===== src/rtl/main_bridge.sv =====
`default_nettype none
// ============================================================================
//  Module      : main_bridge
//  Description : Fetches a 64-bit line as two 32-bit bus beats on a rising
//                edge of doMainFetch; per-beat ack timeout reports an error.
//                Define MAIN_BRIDGE_LINEBUF_EN for a one-entry last-line buffer.
//  Revision    : 1.0 - initial release
// ============================================================================
module main_bridge #(
    parameter int ADDRESS_LENGTH = 56,
    parameter int TIMEOUT_CYCLES = 255
) (
    input  logic                      clk,
    input  logic                      rst,
    input  logic                      doMainFetch,
    input  logic [ADDRESS_LENGTH-1:0] mainAddress,
    output logic [63:0]               mainData,
    output logic                      mainReady,
    output logic                      mainError,
    output logic                      busReq,
    output logic [ADDRESS_LENGTH-1:0] busAddress,
    input  logic                      busAck,
    input  logic [31:0]               busData
);

    localparam logic [1:0] S_IDLE = 2'd0;
    localparam logic [1:0] S_LOW  = 2'd1;
    localparam logic [1:0] S_HIGH = 2'd2;
    localparam logic [1:0] S_DONE = 2'd3;

    localparam logic [7:0]                c_timeout   = 8'(TIMEOUT_CYCLES);
    localparam logic [ADDRESS_LENGTH-1:0] c_beat_mask = ADDRESS_LENGTH'(7);
    localparam logic [ADDRESS_LENGTH-1:0] c_hi_beat   = ADDRESS_LENGTH'(4);

    logic [1:0]                r_state;
    logic [1:0]                w_state_next;
    logic                      r_fetch_d;
    logic                      r_seen_low;
    logic                      r_err;
    logic [7:0]                r_wait;
    logic                      w_edge;
    logic                      w_hit;
    logic                      w_start;
    logic                      w_beat;
    logic                      w_timeout;
    logic [ADDRESS_LENGTH-1:0] w_aligned;

    // r_seen_low blocks a level held high across reset release from starting
    assign w_edge    = doMainFetch & ~r_fetch_d & r_seen_low;
    assign w_aligned = mainAddress & ~c_beat_mask;
    assign mainReady = (r_state == S_DONE);
    assign mainError = (r_state == S_DONE) & r_err;

`ifdef MAIN_BRIDGE_LINEBUF_EN
    logic                      r_lb_valid;
    logic [ADDRESS_LENGTH-4:0] r_lb_tag;

    // Whenever the entry is valid, mainData already holds its line
    assign w_hit = r_lb_valid & (mainAddress[ADDRESS_LENGTH-1:3] == r_lb_tag);

    always_ff @(posedge clk or posedge rst) begin
        if (rst) begin
            r_lb_valid <= 1'b0;
            r_lb_tag   <= '0;
        end else if (r_state == S_DONE) begin
            if (r_err) begin
                r_lb_valid <= 1'b0;
            end else begin
                r_lb_valid <= 1'b1;
                r_lb_tag   <= busAddress[ADDRESS_LENGTH-1:3];
            end
        end
    end
`else
    assign w_hit = 1'b0;
`endif

    always_ff @(posedge clk or posedge rst) begin
        if (rst) begin
            r_state <= S_IDLE;
        end else begin
            r_state <= w_state_next;
        end
    end

    always_comb begin
        w_state_next = r_state;
        w_start      = 1'b0;
        w_beat       = 1'b0;
        w_timeout    = 1'b0;
        case (r_state)
            S_IDLE: begin
                if (w_edge) begin
                    w_start      = 1'b1;
                    w_state_next = w_hit ? S_DONE : S_LOW;
                end
            end
            S_LOW, S_HIGH: begin
                // An ack in the same cycle as the limit wins over the timeout
                if (busAck) begin
                    w_beat       = 1'b1;
                    w_state_next = (r_state == S_LOW) ? S_HIGH : S_DONE;
                end else if (r_wait == c_timeout) begin
                    w_timeout    = 1'b1;
                    w_state_next = S_DONE;
                end
            end
            S_DONE: begin
                w_state_next = S_IDLE;
            end
            default: begin
                w_state_next = S_IDLE;
            end
        endcase
    end

    always_ff @(posedge clk or posedge rst) begin
        if (rst) begin
            r_fetch_d  <= 1'b0;
            r_seen_low <= 1'b0;
            r_wait     <= '0;
            r_err      <= 1'b0;
            busReq     <= 1'b0;
            busAddress <= '0;
            mainData   <= '0;
        end else begin
            r_fetch_d <= doMainFetch;
            if (!doMainFetch) begin
                r_seen_low <= 1'b1;
            end

            if (w_state_next != r_state) begin
                r_wait <= '0;
            end else if ((r_state == S_LOW || r_state == S_HIGH) && !busAck
                         && r_wait != 8'hFF) begin
                r_wait <= r_wait + 8'd1;
            end

            if (w_start && !w_hit) begin
                busAddress <= w_aligned;
                busReq     <= 1'b1;
            end

            if (w_beat) begin
                if (r_state == S_LOW) begin
                    mainData[31:0] <= busData;
                    busAddress     <= busAddress | c_hi_beat;
                end else begin
                    mainData[63:32] <= busData;
                    busReq          <= 1'b0;
                end
            end

            if (w_timeout) begin
                busReq   <= 1'b0;
                mainData <= '0;
                r_err    <= 1'b1;
            end else if (r_state == S_DONE) begin
                r_err <= 1'b0;
            end
        end
    end

endmodule
`default_nettype wire

===== config.mk =====
export PLATFORM = sky130hd
export DESIGN_NAME = main_bridge
export DESIGN_NICKNAME = d
export VERILOG_FILES = /design/src/rtl/main_bridge.sv
export SDC_FILE = /design/constraint.sdc
export NUM_CORES = 1
export LEC_CHECK = 0
export CAP_MARGIN = 0
export CORE_UTILIZATION = 48
export CTS_BUF_LIST = sky130_fd_sc_hd__clkbuf_8
export CTS_CLUSTER_DIAMETER = 150
export DETAILED_ROUTE_END_ITERATION = 16
export GPL_TIMING_DRIVEN = 0
export PLACE_DENSITY = 0.87
export SKIP_CTS_REPAIR_TIMING = 1
export SLEW_MARGIN = 5
export SYNTH_ARGS = -nofsm -noshare
export SYNTH_HDL_FRONTEND = slang
export SYNTH_SLANG_ARGS = --single-unit

===== constraint.sdc =====
create_clock -name clk -period 10.9 [get_ports clk]
set_input_delay 2.18 -clock clk [delete_from_list [all_inputs] [get_ports clk]]
set_output_delay 2.18 -clock clk [all_outputs]
set_load 0.02 [all_outputs]

==> results.toml, run 1 <==
[status]
status = "complete, no violations"

[final_layout]
area_delta_synth_final_pct = 50.4
n_fill_cell = 725
drive_gt1_share_pct = 14.1
nNetsFinal = 813
final_cell_area_um2 = 8160
antenna_cells = 0

[sta]
period_needed_ps = 4070
setup_viol = 0
rsz0062_at_grt = "no"
holdWs_ps = 483
worst_pin_slew_ps = 675
clock_skew_ps = 15.8
max_clock_freq_ghz = 0.246
fin_tns_setup_ps = 0
min_period_over_period_pct = 37.3
drv_slew = 0
hold_viol = 0
layout_setup_ws_ps = 6830
slew_headroom_pct = 55.0

[global_route]
grt_pass1_vias = 4470
overflow = 0
grt_max_degree = 75
grt_usage_pct = 25.5
grt_pass1_wl_mm = 22.7
antenna_found_initial = 0

[route]
drtIter0Drc = 365
dr.pass1.iters = 4
routed_wl_mm = 14.5
antenna_violating_nets_post_route = 0
drc = 0
wire_per_inst_um = 16.6
dr_total_vias = 4497
viasPerCell = 5.17

[clocking]
clock-sinks = 134
cts_root_buffer = "clkbuf_8"
clock_latency_ps = 440
cts_tree = "built"
clk_pin_slew_ps = 70
ctsHtreeMaxLevel = 4
clockBufferDepth = 2
cts_inserted_buffers = 17

[setup_path]
worstPathArrival_ps = 1890
start_kind = "flip-flop"
slowest_delay_ps = 610
cp-end-kind = "primary output"
crit_chain = "ha_1, and2_1, clkdlybuf4s50_1"
crit_family = "buffers and inverters"
critical_path_class = "reg2out"
slowest_stage = "clkdlybuf4s50_1"
crit_buf_inv = 1
worstPathRequired_ps = 8720
critPathMaxFanout = 7

[logic_synthesis]
syn-mean-instance-area_um2 = 11.2
syn-num-nets = 582
ys.flop_type = "dfrtp_1"
yosysWarnings = 0
synth_enable_flop_cells = 0
seq_area_frac_synth_pct = 61.8
synthesis.instances = 485
netlist_area_um2 = 5420
ys_ff_latch = 134
synth_cell_types = 39
async_flop_share_pct = 100

[floorplan]
initial_core_util_pct = 49.6
boundaryPins = 215
die_y_um = 108
dieWidth_um = 108
core-area_um2 = 10900
core.rowCount = 38
dieArea_um2 = 11700

[placed_design]
gp_congestion = 0.798
io_buffers = 211
place_area_um2 = 7740
hpwlAfterDp_mm = 10.6
preCtsSetupSlack_ps = 6650

[worst_hold_path]
holdCritPathClass = "reg2reg"

[power]
power_frac_clock_pct = 17.5
p_per_area_nw_per_um2 = 302
switchingPower_uw = 924
vdd_drop_max_v = 0.000187
sw_frac_of_total_pct = 37.5
leakage_nw = 3.50
internal-power_mw = 1.54
pwr-share-seq_pct = 34.2
pwr-share-comb_pct = 48.3
p_total_mw = 2.46

[run]
drv_cap = 0
-- worst paths after layout --
| path | from | end | slack, ps | cells after the start |
|---|---|---|---|---|
| worst max register to register | r_state[0]$_DFF_PP0_ | mainData[4]$_DFFE_PP0P_ | 8430 | 7 |
| worst min register to register | r_err$_DFFE_PP0P_ | r_err$_DFFE_PP0P_ | 480 | 1 |
| worst max-delay path | r_state[0]$_DFF_PP0_ | mainError | 6830 | 3 |
| worst min-delay path | r_err$_DFFE_PP0P_ | r_err$_DFFE_PP0P_ | 480 | 1 |
| min in group asynchronous | rst | busAddress[46]$_DFFE_PP0P_ | 2230 | 2 |
| max in group asynchronous | rst | mainData[32]$_DFFE_PP0P_ | 7940 | 3 |
-- power groups by stage --
stage	combinational (mW)	sequential (mW)	clock, mW
2_1_floorplan	0.359	1.10	0
3_3_place_gp	1.17	0.835	0
3_5_place_dp	1.19	0.853	0
4_1_cts	1.20	0.844	0.438
5_1_grt	1.28	0.868	0.460
6_report	1.19	0.844	0.430
-- cells by family (layout without fill, tap and decap cells) --
| kind of cell | Yosys count | count (layout) | share of synthesized area [%] |
|---|---|---|---|
| muxes | 54 | 54 | 11.2 |
| DFF | 134 | 134 | 61.8 |
| adders and majority gates | 5 | 5 | 1.15 |
| AOI/OAI and AO/OA | 84 | 84 | 8.49 |
| and+or+nand+nor | 172 | 172 | 13.6 |
| xor gates and xnor gates | 5 | 5 | 0.808 |
| buffers and inverters | 31 | 275 | 2.93 |
-- stage by stage --
stage | instances | util (%)
5_1_grt | 869 | 74.6
2_1_floorplan | 485 | -
6_report | 869 | 74.6
3_5_place_dp | 837 | 70.8
3_3_place_gp | 836 | 70.5
4_1_cts | 869 | 74.6
-- cell usage after synthesis (2+ instances only) --
library cell  number  area (um^2)
buf_6              4         45.0
xnor2_1            2         17.5
nor2_1             5         18.8
a21oi_1           70          350
xor2_1             3         26.3
nor3_1             9         45.0
a211oi_1           3         22.5
nand3_2            2         20.0
nor2b_1            3         18.8
o21ai_0            2         10.0
ha_1               5         62.6
nand2b_1           2         12.5
dfrtp_1          134         3350
nand2_1          132          495
mux2_1             2         22.5
nand4_1            3         18.8
nand3_1            3         15.0
clkbuf_1          13         48.8
nand3b_1           2         15.0
and2_1             2         12.5
and3_1             3         18.8
buf_2             10         50.1
mux2_2            51          574
inv_1              4         15.0
o21bai_1           2         15.0
-- registers in the layout (all words and copies together), names as in the netlist --
register    cells
mainData       64
busAddress     56
r_wait          8
r_state         2
busReq          1
r_err           1
r_fetch_d       1
r_seen_low      1
-- cells in the final DEF, fill, tap and decap left out, drive strengths merged, types with 3 or more instances in the layout --
cell type | synthesis | layout
clkdlybuf4s50 | 0 | 211
dfrtp | 134 | 134
nand2 | 132 | 132
a21oi | 71 | 71
mux2 | 53 | 53
clkbuf | 13 | 32
buf | 14 | 15
nor3 | 9 | 9
inv | 4 | 8
nor2 | 5 | 5
ha | 5 | 5
nand3 | 5 | 5
clkinv | 0 | 4
and3 | 3 | 3
nor2b | 3 | 3
nand4 | 3 | 3
xor2 | 3 | 3
a211oi | 3 | 3
bufinv | 0 | 3
o21ai | 3 | 3
-- metal layers --
| layer | global-route usage [%] | up-vias | wire length (um) |
|---|---|---|---|
| met5 | 0 | - | 0 |
| met3 | 9.95 | 18 | 1370 |
| met1 | 29.3 | 2181 | 5550 |
| met2 | 43.6 | 199 | 7330 |
| li1 | - | 2099 | - |
| met4 | 8.01 | 0 | 214 |
-- area by class of cell --
type                            count  area, um^2  share of cell area [%]
Tap cell                          140         175                    2.15
Clock buffer                       19         262                    3.21
Multi-Input combinational cell    320        1910                    23.4
Timing Repair Buffer              212        2140                    26.2
Clock inverter                     13         154                    1.89
Inverter                            4        20.0                   0.245
Buffer                             27         144                    1.76
Sequential cell                   134        3350                    41.1
Note: power is estimated with default switching activity, not from simulation.
==> run 2: changes to the inputs <==
--- a/config.mk
+++ b/config.mk
@@ -6,12 +6,12 @@
 export NUM_CORES = 1
 export LEC_CHECK = 0
 export CAP_MARGIN = 0
-export CORE_UTILIZATION = 48
+export CORE_UTILIZATION = 45
 export CTS_BUF_LIST = sky130_fd_sc_hd__clkbuf_8
 export CTS_CLUSTER_DIAMETER = 150
 export DETAILED_ROUTE_END_ITERATION = 16
 export GPL_TIMING_DRIVEN = 0
-export PLACE_DENSITY = 0.87
+export PLACE_DENSITY = 0.83
 export SKIP_CTS_REPAIR_TIMING = 1
 export SLEW_MARGIN = 5
 export SYNTH_ARGS = -nofsm -noshare
==> constraint.sdc (replaced) <==
create_clock -name clk -period 4.1 [get_ports clk]
set_input_delay 0.82 -clock clk [delete_from_list [all_inputs] [get_ports clk]]
set_output_delay 0.82 -clock clk [all_outputs]
set_load 0.02 [all_outputs]
==> run 2 against run 1 <==
The flow now finishes with violations (design-rule violations). Hold slack got worse by 9.7 ps. Via count fell by 0.76%. Critical path depth did not move. Clock skew fell by 2.7 ps. Count of clock-buffer cells in the layout rose by 2. Die area rose by 6.5%. Core utilization fell by 4.1 points. Total power rose to 2.6 times the previous value. Combinational power rose to 2.7 times the previous value. Final cell count rose by 0.46%.
==> results.toml, run 2 (same netlist as run 1, synthesis figures left out) <==
[final_layout]
layout_common_cells = "211 x clkdlybuf4s50_1, 134 x dfrtp_1, 132 x nand2_1"
reg_top3 = "mainData (64), busAddress (56), r_wait (8)"
fin_cells = 873
nNetsFinal = 815
drive_gt1_share_pct = 14.1
n_fill_cell = 821
post-route-util_pct = 70.5
final_cell_area_um2 = 8160
final_common_cell = "clkdlybuf4s50_1"
antenna_cells = 0
regMostFlops = "mainData"
area_delta_synth_final_pct = 50.4
largest_reg_flops = 64

[sta]
fin_tns_setup_ps = 0
layout_setup_ws_ps = 1380
drv_slew = 0
min_period_over_period_pct = 66.4
holdWs_ps = 473
clock_skew_ps = 13.1
setup_viol = 0
max_clock_freq_ghz = 0.367
slew_headroom_pct = 55.7
period_needed_ps = 2720
worst_pin_slew_ps = 664
rsz0062_at_grt = "no"
hold_viol = 0

[floorplan]
die_y_um = 112
core-area_um2 = 11600
boundaryPins = 215
core.rowCount = 39
dieArea_um2 = 12500
initial_core_util_pct = 46.9
dieWidth_um = 112

[global_route]
antenna_found_initial = 0
grt_pass1_vias = 4710
grt_pass1_wl_mm = 23.5
grt_max_degree = 41
grt_usage_pct = 24.3
overflow = 0

[clocking]
clock_latency_ps = 440
cts_tree = "built"
cts_root_buffer = "clkbuf_8"
cts_inserted_buffers = 17
ctsHtreeMaxLevel = 4
clock-sinks = 134
clk_pin_slew_ps = 70
clockBufferDepth = 2

[run]
drv_cap = 0

[route]
wire_per_inst_um = 16.5
wl_met3_mm = 1.42
maxUsedRoutingLayer = "met4"
dr_total_vias = 4463
wl_met2_mm = 6.96
wl_met1_mm = 5.54
dr.pass1.iters = 11
routed_wl_mm = 14.4
drc = 22
viasPerCell = 5.11
antenna_violating_nets_post_route = 0
drtIter0Drc = 243

[power]
p_total_mw = 6.41
vdd_drop_max_v = 0.000429
leakage_nw = 3.50
p_per_area_nw_per_um2 = 786

[setup_path]
critical_path_class = "reg2out"
cp-end-kind = "primary output"
rr_startpoint = "r_state[0]$_DFF_PP0_"
start_kind = "flip-flop"
worstPathRequired_ps = 3280
worstPathArrival_ps = 1900
critPathMaxFanout = 7
rrSetupSlack_ps = 1690
r2r-end = "mainData[54]$_DFFE_PP0P_"
reg2regPathDepth = 7

[placed_design]
place_area_um2 = 7790
io_buffers = 211
dpl.cell_count = 842
preCtsSetupSlack_ps = 1260
gp_congestion = 0.873
hpwlAfterDp_mm = 10.9

[worst_hold_path]
hold_depth = 1
worstHoldStart = "r_err$_DFFE_PP0P_"
hold_path_end = "r_err$_DFFE_PP0P_"
holdCritPathClass = "reg2reg"

[status]
violations = "design-rule violations"
status = "finished, violations left"
-- run 2: cell types whose count changed in the layout (fill, tap and decap cells not counted), sizes merged --
cell and change:
buf +2, bufinv -2, clkbuf +2, inv -1
-- run 2: how the worst max path moves through the flow --
stage | end | slack, ps | start | depth (start not counted)
2_1_floorplan | busAddress[0]$_DFFE_PP0P_ | 1610 | rst | 1
3_3_place_gp | mainData[52]$_DFFE_PP0P_ | 520 | rst | 2
3_5_place_dp | mainData[54]$_DFFE_PP0P_ | 1260 | busAck | 6
4_1_cts | mainError | 1360 | r_state[0]$_DFF_PP0_ | 3
5_1_grt | mainError | 1290 | r_state[0]$_DFF_PP0_ | 3
6_report | mainError | 1380 | r_state[0]$_DFF_PP0_ | 3
-- run 2: area by class of cell --
cell class / count / area [um^2] / area share, %
buffer: 27 / 144 / 1.76
clock buffer: 21 / 289 / 3.54
clock inverter: 10 / 81.3 / 0.997
inverter: 4 / 18.8 / 0.230
multi-input combinational: 320 / 1910 / 23.4
sequential: 134 / 3350 / 41.1
tap: 143 / 179 / 2.19
timing repair buffer: 214 / 2180 / 26.7
-- run 2: metal layers --
| layer | vias to the layer above | GRT usage [%] |
|---|---|---|
| met1 | 2142 | 26.8 |
| met4 | 0 | 11.4 |
| met5 | - | 0 |
| met3 | 36 | 9.09 |
| li1 | 2101 | - |
| met2 | 184 | 41.5 |
-- run 2: power breakdown --
group          internal, mW  switching (mW)
Clock                 0.533           0.473
Sequential             1.91           0.310
Combinational          1.56            1.63
-- run 2: critical path, cell delays in order (launching register included) --
cell             delay, ps
dfrtp_1                480
ha_1                   230
and2_1                 130
clkdlybuf4s50_1        630
==> run 3: changes to the inputs <==
--- a/config.mk
+++ b/config.mk
@@ -6,12 +6,12 @@
 export NUM_CORES = 1
 export LEC_CHECK = 0
 export CAP_MARGIN = 0
-export CORE_UTILIZATION = 45
+export CORE_UTILIZATION = 41
 export CTS_BUF_LIST = sky130_fd_sc_hd__clkbuf_8
 export CTS_CLUSTER_DIAMETER = 150
 export DETAILED_ROUTE_END_ITERATION = 16
 export GPL_TIMING_DRIVEN = 0
-export PLACE_DENSITY = 0.83
+export PLACE_DENSITY = 0.79
 export SKIP_CTS_REPAIR_TIMING = 1
 export SLEW_MARGIN = 5
 export SYNTH_ARGS = -nofsm -noshare
==> constraint.sdc (replaced) <==
create_clock -name clk -period 2.5 [get_ports clk]
set_input_delay 0.5 -clock clk [delete_from_list [all_inputs] [get_ports clk]]
set_output_delay 0.5 -clock clk [all_outputs]
set_load 0.02 [all_outputs]
==> run 3 against run 2 <==
Die area rose by 9.6%. Register-to-register slack got worse by 1400 ps. Worst setup slack got worse by 1200 ps. Combinational power rose by 63%. Critical path type unchanged. Largest power group unchanged. Count of clock-buffer cells in the layout did not move. Hold slack improved by 5.3 ps. Sequential share of layout area fell by 0.26 points. Critical path depth did not move. Final cell count rose by 3.3%. Clock power rose by 75%. Total power rose by 65%. Flip-flop and latch count did not move. The flow now finishes without violations.
==> results.toml, run 3 (same netlist as run 1, synthesis figures left out) <==
[final_layout]
antenna_cells = 0
reg_top3 = "mainData (64), busAddress (56), r_wait (8)"
final_common_cell = "clkdlybuf4s50_1"
fin_cells = 902
layout_common_cells = "211 x clkdlybuf4s50_1, 133 x dfrtp_1, 132 x nand2_1"
nNetsFinal = 815
drive_gt1_share_pct = 14.4
regMostFlops = "mainData"
largest_reg_flops = 64
area_delta_synth_final_pct = 51.4

[route]
routed_wl_mm = 14.1
viasPerCell = 4.92
antenna_violating_nets_post_route = 0
dr_total_vias = 4438
wire_per_inst_um = 15.7
drtIter0Drc = 295
drc = 0
dr.pass1.iters = 5

[clocking]
cts_inserted_buffers = 17
clk_pin_slew_ps = 70
clock-sinks = 134
clock_latency_ps = 440
ctsHtreeMaxLevel = 4
clockBufferDepth = 2
cts_tree = "built"
cts_root_buffer = "clkbuf_8"

[floorplan]
dieArea_um2 = 13700
dieWidth_um = 117
core.rowCount = 41
core-area_um2 = 12800
boundaryPins = 215
die_y_um = 117
initial_core_util_pct = 42.5

[setup_path]
critPathMaxFanout = 7
critical_path_class = "reg2out"
worstPathArrival_ps = 1830
cp-end-kind = "primary output"
start_kind = "flip-flop"
rrSetupSlack_ps = 260
worstPathRequired_ps = 2000

[placed_design]
hpwlAfterDp_mm = 10.7
io_buffers = 211
dpl.cell_count = 871
preCtsSetupSlack_ps = 37.0
gp_congestion = 0.811

[sta]
hold_viol = 0
min_period_over_period_pct = 93.2
rsz0062_at_grt = "no"
layout_setup_ws_ps = 170
fin_tns_setup_ps = 0
max_clock_freq_ghz = 0.429
worst_pin_slew_ps = 663
period_needed_ps = 2330
clock_skew_ps = 13.6
holdWs_ps = 479
setup_viol = 0
slew_headroom_pct = 55.7
drv_slew = 0

[global_route]
grt_pass1_vias = 4366
grt_max_degree = 42
overflow = 0
antenna_found_initial = 0
grt_pass1_wl_mm = 21.6
grt_usage_pct = 21.1

[power]
vdd_drop_max_v = 0.000672
leakage_nw = 3.51
pwr-share-comb_pct = 48.8
p_per_area_nw_per_um2 = 1290
switchingPower_mw = 3.94
internal-power_mw = 6.67
power_frac_clock_pct = 16.7
sw_frac_of_total_pct = 37.1
pwr-share-seq_pct = 34.5

[worst_hold_path]
holdCritPathClass = "reg2reg"

[status]
status = "complete, no violations"

[run]
drv_cap = 0
-- run 3: worst max-delay path: stages, from the launching register on --
cell	delay, ps
dfrtp_2	450
ha_1	230
and2_1	140
clkdlybuf4s50_1	560
-- run 3: final cells by class --
cell class,count,area (um^2)
fillers,972,4560
flip-flops and latches,134,3350
repair buffers,214,2170
multi-input cells,320,1910
clock buffers,21,289
well taps,172,215
plain buffers,27,146
clock inverters,10,104
inverters,4,18.8
-- run 3: final timing paths --
path / depth (start not counted) / endpoint / start
min reg2reg: 1 / r_err$_DFFE_PP0P_ / r_err$_DFFE_PP0P_
max reg2reg: 7 / busAddress[10]$_DFFE_PP0P_ / r_state[0]$_DFF_PP0_
max in group asynchronous: 4 / busAddress[46]$_DFFE_PP0P_ / rst
max: 3 / mainError / r_state[0]$_DFF_PP0_
min: 1 / r_err$_DFFE_PP0P_ / r_err$_DFFE_PP0P_
min in group asynchronous: 2 / busAddress[28]$_DFFE_PP0P_ / rst
-- run 3: power groups by stage --
stage	Sequential [mW]	Combinational [mW]	Clock [mW]
6_report	3.66	5.18	1.77
3_5_place_dp	3.70	5.22	0
3_3_place_gp	3.63	5.10	0
5_1_grt	3.78	5.58	1.90
4_1_cts	3.66	5.23	1.82
2_1_floorplan	4.80	1.57	0
-- run 3: metal layers --
layer | GRT usage [%] | share of wire (%) | vias up | routed length, um
li1 | - | - | 2103 | -
met1 | 22.9 | 38 | 2121 | 5440
met2 | 37.0 | 50 | 195 | 7090
met3 | 8.44 | 9.5 | 19 | 1350
met4 | 8.27 | 1.8 | 0 | 255
met5 | 0 | 0 | - | 0
-- run 3: metrics by stage --
stage,cell area (um^2),util [%],total power [mW]
floorplan,5430,-,6.37
global route,8210,64.3,11.3
CTS,8210,64.3,10.7
global placement,7750,60.7,8.73
finish,8210,64.3,10.6
detailed placement,7820,61.2,8.91
